<file path="config.mk">
export PLATFORM = sky130hd
export DESIGN_NAME = muldiv_ctrl
export DESIGN_NICKNAME = d
export VERILOG_FILES = /design/src/rtl/muldiv_pkg.sv /design/src/rtl/muldiv_mul_pipe.sv /design/src/rtl/muldiv_ctrl.sv
export SDC_FILE = /design/constraint.sdc
export NUM_CORES = 2
export LEC_CHECK = 0
export BUFFER_PORTS_ARGS = -buffer_cell sky130_fd_sc_hd__buf_4
export CORE_ASPECT_RATIO = 0.7
export CORE_MARGIN = 2
export CORE_UTILIZATION = 50
export DETAILED_ROUTE_END_ITERATION = 16
export GPL_TIMING_DRIVEN = 0
export MAX_ROUTING_LAYER = met4
export PLACE_DENSITY = 0.7
export SYNTH_ARGS = -nofsm -noshare
export SYNTH_HDL_FRONTEND = slang
export SYNTH_SLANG_ARGS = --single-unit
</file>
<file path="constraint.sdc">
create_clock -name i_clk -period 8.1 [get_ports i_clk]
set_input_delay 0.81 -clock i_clk [delete_from_list [all_inputs] [get_ports i_clk]]
set_output_delay 0.81 -clock i_clk [all_outputs]
set_load 0.005 [all_outputs]
</file>
<file path="src/rtl/muldiv_pkg.sv">
// muldiv_pkg: shared op encoding, controller states and HI/LO width for the mul/div block
package muldiv_pkg;
  localparam int HL_W = 32;
  localparam logic [2:0] MD_MULT  = 3'd0;
  localparam logic [2:0] MD_MULTU = 3'd1;
  localparam logic [2:0] MD_DIV   = 3'd2;
  localparam logic [2:0] MD_DIVU  = 3'd3;
  localparam logic [2:0] MD_MTHI  = 3'd4;
  localparam logic [2:0] MD_MTLO  = 3'd5;
  localparam logic [2:0] MD_MFHI  = 3'd6;
  localparam logic [2:0] MD_MFLO  = 3'd7;
  typedef enum logic [2:0] {S_IDLE, S_MUL, S_DIV_ARM, S_DIV_RUN, S_DIV_CAP} md_state_t;
endpackage

</file>
<file path="src/rtl/muldiv_mul_pipe.sv">
// muldiv_mul_pipe: LAT-stage signed/unsigned 33x33 multiplier keeping the low 64 product bits
//   i_clk/i_rst  clock, sync active-high reset (clears valid bits only)
//   i_valid      operands present; i_sign 1 = signed
//   i_a/i_b      32-bit operands
//   o_valid/o_p  product valid and product, LAT cycles after i_valid
module muldiv_mul_pipe import muldiv_pkg::*; #(
  parameter int LAT = 3
) (
  input  logic                i_clk,
  input  logic                i_rst,
  input  logic                i_valid,
  input  logic                i_sign,
  input  logic [HL_W-1:0]     i_a,
  input  logic [HL_W-1:0]     i_b,
  output logic                o_valid,
  output logic [2*HL_W-1:0]   o_p
);
  logic signed [2*HL_W-1:0] w_a, w_b;
  logic [2*HL_W-1:0] r_p [LAT];
  logic [LAT-1:0] r_v;
  // extending to 64 bits and keeping the low 64 product bits equals the 33x33 result
  assign w_a = {{HL_W{i_sign & i_a[HL_W-1]}}, i_a};
  assign w_b = {{HL_W{i_sign & i_b[HL_W-1]}}, i_b};
  always_ff @(posedge i_clk) begin
    r_p[0] <= w_a * w_b;
    for (int i = 1; i < LAT; i++) r_p[i] <= r_p[i-1];
    r_v <= i_rst ? '0 : LAT'({r_v, i_valid});
  end
  assign o_valid = r_v[LAT-1];
  assign o_p = r_p[LAT-1];
endmodule

</file>
<file path="src/rtl/muldiv_ctrl.sv">
// muldiv_ctrl: HI/LO issue and result stage around an external iterative divider
//   i_clk/i_reset               clock, sync active-high reset
//   i_op_valid/i_op/i_op_a/i_op_b/i_flush  op from EX; o_stall holds EX
//   o_rd_data/o_rd_valid        MFHI/MFLO result, same cycle as accept
//   o_div_start/o_div_sign/o_div_a/o_div_b, i_div_busy, i_div_c  divider handshake
//   o_hi/o_lo                   architectural HI/LO
//   MUL_DIV_ZERO_FASTPATH_EN    when defined, divide-by-zero skips the divider
module muldiv_ctrl import muldiv_pkg::*; #(
  parameter int MUL_LAT = 3
) (
  input  logic              i_clk,
  input  logic              i_reset,
  input  logic              i_op_valid,
  input  logic [2:0]        i_op,
  input  logic [HL_W-1:0]   i_op_a,
  input  logic [HL_W-1:0]   i_op_b,
  input  logic              i_flush,
  output logic              o_stall,
  output logic [HL_W-1:0]   o_rd_data,
  output logic              o_rd_valid,
  output logic              o_div_start,
  output logic              o_div_sign,
  output logic [HL_W-1:0]   o_div_a,
  output logic [HL_W-1:0]   o_div_b,
  input  logic              i_div_busy,
  input  logic [2*HL_W-1:0] i_div_c,
  output logic [HL_W-1:0]   o_hi,
  output logic [HL_W-1:0]   o_lo
);
  md_state_t r_state, w_next;
  logic [2:0] r_cnt;
  logic [HL_W-1:0] r_hi, r_lo, r_div_a, r_div_b;
  logic r_div_start, r_div_sign, r_dz;
  logic w_live, w_is_div, w_is_mul, w_acc, w_mul_go, w_div_go, w_dz, w_mul_v, w_mul_done;
  logic [2*HL_W-1:0] w_mul_p;
  assign w_live = i_op_valid & ~i_flush;
  assign w_is_div = (i_op == MD_DIV) | (i_op == MD_DIVU);
  assign w_is_mul = (i_op == MD_MULT) | (i_op == MD_MULTU);
  // the divider is not reset, so a DIV must also wait for it to drain
  assign o_stall = w_live & ((r_state != S_IDLE) | (w_is_div & i_div_busy));
  assign w_acc = w_live & ~o_stall;
  assign w_mul_go = w_acc & w_is_mul;
  assign w_div_go = w_acc & w_is_div;
`ifdef MUL_DIV_ZERO_FASTPATH_EN
  assign w_dz = i_op_b == '0;
`else
  assign w_dz = 1'b0;
`endif
  assign o_rd_valid = w_acc & ((i_op == MD_MFHI) | (i_op == MD_MFLO));
  assign o_rd_data = (i_op == MD_MFHI) ? r_hi : r_lo;
  assign w_mul_done = (r_state == S_MUL) & (r_cnt == 3'd1) & w_mul_v;
  muldiv_mul_pipe #(.LAT(MUL_LAT)) u_mul (
    .i_clk   (i_clk),
    .i_rst   (i_reset),
    .i_valid (w_mul_go),
    .i_sign  (i_op == MD_MULT),
    .i_a     (i_op_a),
    .i_b     (i_op_b),
    .o_valid (w_mul_v),
    .o_p     (w_mul_p)
  );
  always_comb begin
    w_next = r_state;
    case (r_state)
      S_IDLE:    w_next = w_mul_go ? S_MUL : w_div_go ? (w_dz ? S_DIV_CAP : S_DIV_ARM) : S_IDLE;
      S_MUL:     w_next = (r_cnt == 3'd1) ? S_IDLE : S_MUL;
      S_DIV_ARM: w_next = S_DIV_RUN;
      S_DIV_RUN: w_next = i_div_busy ? S_DIV_RUN : S_DIV_CAP;
      default:   w_next = S_IDLE;
    endcase
  end
  always_ff @(posedge i_clk) r_state <= i_reset ? S_IDLE : w_next;
  always_ff @(posedge i_clk) begin
    if (i_reset) begin
      r_hi <= '0;
      r_lo <= '0;
      r_cnt <= '0;
      r_div_start <= 1'b0;
      r_div_sign <= 1'b0;
      r_div_a <= '0;
      r_div_b <= '0;
      r_dz <= 1'b0;
    end else begin
      r_div_start <= w_div_go & ~w_dz;
      if (w_mul_go) r_cnt <= 3'(MUL_LAT);
      else if (r_state == S_MUL) r_cnt <= r_cnt - 3'd1;
      if (w_div_go) begin
        r_div_a <= i_op_a;
        r_div_b <= i_op_b;
        r_div_sign <= i_op == MD_DIV;
        r_dz <= w_dz;
      end
      if (w_acc & (i_op == MD_MTHI)) r_hi <= i_op_a;
      if (w_acc & (i_op == MD_MTLO)) r_lo <= i_op_a;
      if (w_mul_done) {r_hi, r_lo} <= w_mul_p;
      if (r_state == S_DIV_CAP) {r_hi, r_lo} <= r_dz ? {r_div_a, {HL_W{1'b1}}} : i_div_c;
    end
  end
  assign o_div_start = r_div_start;
  assign o_div_sign = r_div_sign;
  assign o_div_a = r_div_a;
  assign o_div_b = r_div_b;
  assign o_hi = r_hi;
  assign o_lo = r_lo;
endmodule

</file>
==> reports/results.txt, run 1 <==
Post-synth EDFFs = 0
Floorplan die height = 263 um
Synth cell count leaders = 1137 x inv_1, 1125 x fa_1, 914 x nand2_1, 331 x dfxtp_1, 327 x clkbuf_1
Dpl cell area = 51500 um^2
Outcome = did not finish
Final Wtd Congestion = 1.05
Prevailing post-synth register cell = dfxtp_1
Most common cell in the netlist = inv_1
Placed cell count = 6738
Failing step = detailed routing (5_2_route)
Grt ovf = 0
Error message = [ERROR DRT-0255] Maze Route cannot find path of net i_op_a[15] in worker of routeBox ( 338100 193200 ) ( 374155 241500 ).
Compound-Gate Fraction of Synth Area = 4.99%
CTS Buffer Depth = 3
Post-Synth Simple-Gate Area = 14.9%
CTS buffer count = 35
Most area-consuming cells after synthesis = fa_1 47%, dfxtp_1 14%, inv_1 8.9%
First-pass GRT wire length = 275 mm
CTS Hold Bufs = 0
Xor/xnor share of the synthesized area = 1.46%
Largest net degree at the start of global routing = 25
Vias in the first global route = 38200
Synth Area per Inst = 9.15 um^2
Post-synth ARST share = 0%
Synth cell types = 58
Boundary Pins = 300
HPWL after DPL = 159 mm
Mux cell area share after synthesis = 0.751%
Adder-Cell Fraction of Synth Area = 52.5%
Register area share after synthesis = 13.8%
Worst setup endpoint GRT = u_mul.r_p[0][62]$_DFF_P_/D
Mapped Cells = 5241
Core Rows = 94
Tot GR Track Use = 40.5%
Initial Utilization = 50.7%
Worst endpoint pin kind = register input
Initial antenna violation count = 19
Syn Nets = 6716
CTS sink count = 331
Synthesized cell area = 48000 um^2
Combinational family with the most area after synthesis = adder cells
Cell taking the most area after synthesis = fa_1
H-tree levels = 2
Yosys warns = 0
Port buffer count = 249
Root buffer cell = clkbuf_16
Flops & latches, synth = 331
Post-synth top area share = 47.0%
Chip width = 374 um
## stage by stage
step / setup slack (ps) / TNS, ps
global placement: -2390 / -69670
floorplan: -144 / -174
detailed placement: -2390 / -69310
global route: -506 / -3210
CTS: -372 / -695
## cell families after synthesis
kind of cell | Yosys count
xor+xnor | 80
mux | 32
fa+ha+maj | 1339
flops | 331
compound gates | 383
buf+inv | 1468
simple gates | 1608
## metal layers
metal / GRT usage, %
met4: 11.8
met3: 17.5
met5: -
met2: 52.2
met1: 57.0
## timing repair
item / in CTS / in global routing
gates resized for setup: 391 / 246
pin swaps: 56 / 70
setup endpoints to repair: 44 / 24
hold endpoints to repair: 0 / 0
setup buffers: 35 / 28
==> inputs of run 2 (changes only) <==
Settings changed: CORE_ASPECT_RATIO 0.7 to default, CORE_UTILIZATION 50 to 35, MAX_ROUTING_LAYER met4 to default, PLACE_DENSITY 0.7 to default, PLACE_DENSITY_LB_ADDON from default to 0.15.
Clock period 8.1 ns to 10.5 ns, I/O delays scaled along.
==> reports/results.txt, run 2 <==
Vias in the first global route = 38300 (+0.42%)
Synth cell types = 58 (unchanged)
Initial Utilization = 35.3% (-15 points)
MaxCap Viol Count = 1
Boundary Pins = 300 (unchanged)
Syn Nets = 6716 (unchanged)
Initial antenna violation count = 24 (+5)
Critical Path AT = 10480 ps
CTS buffer count = 34 (-2.9%)
CP max-delay cell = clkbuf_1
DRT antenna net count = 0
Most common cell after layout, fill and taps aside = inv_1
Most area-consuming cells after synthesis = fa_1 47%, dfxtp_1 14%, inv_1 8.9%
Synth Area per Inst = 9.15 um^2 (unchanged)
Dpl cell area = 52100 um^2 (+1.2%)
DIE AREA = 140000 um^2
Commonest cells after routing, fill and taps aside = 1137 x inv_1, 1123 x fa_1, 914 x nand2_1
Hold Path Class = reg2reg
Syn-to-layout area delta = 11.2%
Avg WL per Cell = 25.6 um
CTS Hold Bufs = 0 (unchanged)
Flops & latches, synth = 331 (unchanged)
H-tree levels = 2 (unchanged)
Crit-path leading delay family = adder cells
Slew @ Worst Pin = 1520 ps
Cell taking the most area after synthesis = fa_1
Reg area = 6630 um^2
CP dominant cell by count = fa_1
Via count = 36300
Failing checks = max-capacitance violations, max-slew violations
Slowest stage delay, CP = 1050 ps
# DRC = 0
Synth cell count leaders = 1137 x inv_1, 1125 x fa_1, 914 x nand2_1, 331 x dfxtp_1, 327 x clkbuf_1
Clk slew on worst S/H paths = 60 ps
Min Tclk post-route = 10100 ps
Initial DRC Count = 2875
Root buffer cell = clkbuf_16
Headroom to the max-slew limit = -1.00%
Area of the multi-input gates = 35800 um^2
# setup viols final = 0
Final Max Tran Viols = 11
CP required = 10880 ps
Worst Setup End Kind = flip-flop
Chip width = 374 um (unchanged)
Final hold vios = 0
RSZ-0062 raised after global routing = false
NumNets Final = 7002
Largest net degree at the start of global routing = 25 (unchanged)
Worst-Skew Late Latency = 520 ps
Critical Path Start Type = input pin
Final Instance Area = 53300 um^2
Register area share after synthesis = 13.8% (unchanged)
Core ar. = 136000 um^2
Mapped Cells = 5241 (unchanged)
Port buffer count = 249 (unchanged)
Prevailing post-synth register cell = dfxtp_1
Worst-path fanout max = 10
CTS sink count = 331 (unchanged)
Tot GR Track Use = 27.0% (-13 points)
Core Rows = 135 (+44%)
Number of flip-flops in the largest register = 192
Most common cell in the netlist = inv_1
Reg with most FFs = u_mul.r_p
Achievable Freq = 99.1 MHz
TritonCTS clock tree = done
Outcome = finished, violations left
Routed wire length = 188 mm
Fillers = 13900
Final Wtd Congestion = 0.939 (-10%)
Floorplan die height = 374 um (+42%)
First-pass GRT wire length = 273 mm (-0.71%)
Post-synth top area share = 47.0% (unchanged)
Post-synth EDFFs = 0 (unchanged)
Synthesized cell area = 48000 um^2 (unchanged)
HPWL after DPL = 158 mm (about the same)
Tcrit/Tclk final = 96.1%
Layout cells sized above 1 = 6.83%
Grt ovf = 0 (unchanged)
Vias per std cell = 4.94
CTS Buffer Depth = 3 (unchanged)
Initial DRT Pass Iterations = 5
Postcts setup bufs = 0 (-100%)
Clk_skew = 30.2 ps
WS Path Type = in2reg
Post-synth ARST share = 0% (unchanged)
CP Buf/Inv Count = 9
Yosys warns = 0 (unchanged)
[run 2: metrics by stage]
stage	hold slack (ps)	util (%)	setup TNS (ps)	instances	setup WS, ps
global placement	310	38.3	-11490	7271	-1060
CTS	297	39.2	0	7331	75.7
detailed placement	312	38.4	-11910	7272	-1090
finish	296	39.3	0	7343	405
global route	299	39.2	0	7333	75.4
floorplan	310	-	0	5241	1610
[run 2: cells by family (layout without fill, tap and decap cells)]
| group | after synthesis | after routing | share of synthesized area [%] |
|---|---|---|---|
| AO/OA/AOI/OAI | 383 | 383 | 4.99 |
| XOR/XNOR | 80 | 80 | 1.46 |
| adder cells (fa/ha/maj) | 1339 | 1339 | 52.5 |
| buffers and inverters | 1468 | 1777 | 11.5 |
| flip-flops | 331 | 331 | 13.8 |
| multiplexers | 32 | 32 | 0.751 |
| other | 0 | 12 | 0 |
| AND/OR/NAND/NOR | 1608 | 1608 | 14.9 |
[run 2: cell type report]
type	count	share of cell area, %
repair buffers	250	3.52
flip-flops and latches	331	12.4
clock inverters	16	0.373
well taps	1781	4.18
diodes	12	0.0563
multi-input cells	3442	67.2
plain buffers	331	2.36
clock buffers	43	1.85
inverters	1137	8.01
[run 2: final timing paths]
| path | start | to | slack [ps] | depth (start not counted) |
|---|---|---|---|---|
| max | i_op_a[24] | u_mul.r_p[0][55] | 400 | 27 |
| min | u_mul.r_p[0][88] | u_mul.r_p[0][152] | 300 | 0 |
| max reg2reg | r_state[0] | o_div_a[1] | 6880 | 7 |
| min reg2reg | u_mul.r_p[0][88] | u_mul.r_p[0][152] | 300 | 0 |
[run 2: timing repair]
action,4_1_cts,5_1_grt
gates cloned,0,0
resized for setup,2,5
setup endpoints to repair,12,12
[run 2: metal layers]
layer	track usage (%)	vias up	wire length, um
li1	-	15900	-
met1	37.4	18900	81400
met2	44.7	1321	87200
met3	3.13	197	12600
met4	7.57	4	6610
met5	0	-	27
[run 2: worst register-to-register path: cells and delay by family, from the launching register on]
family,cells,cell delay [ps]
compound gates,2,1040
simple gates,3,830
flops,1,340
buf+inv,2,1310
Power of run 2 is not shown: default switching activity piles up to over one toggle a cycle in this logic, so the estimate is an artifact.
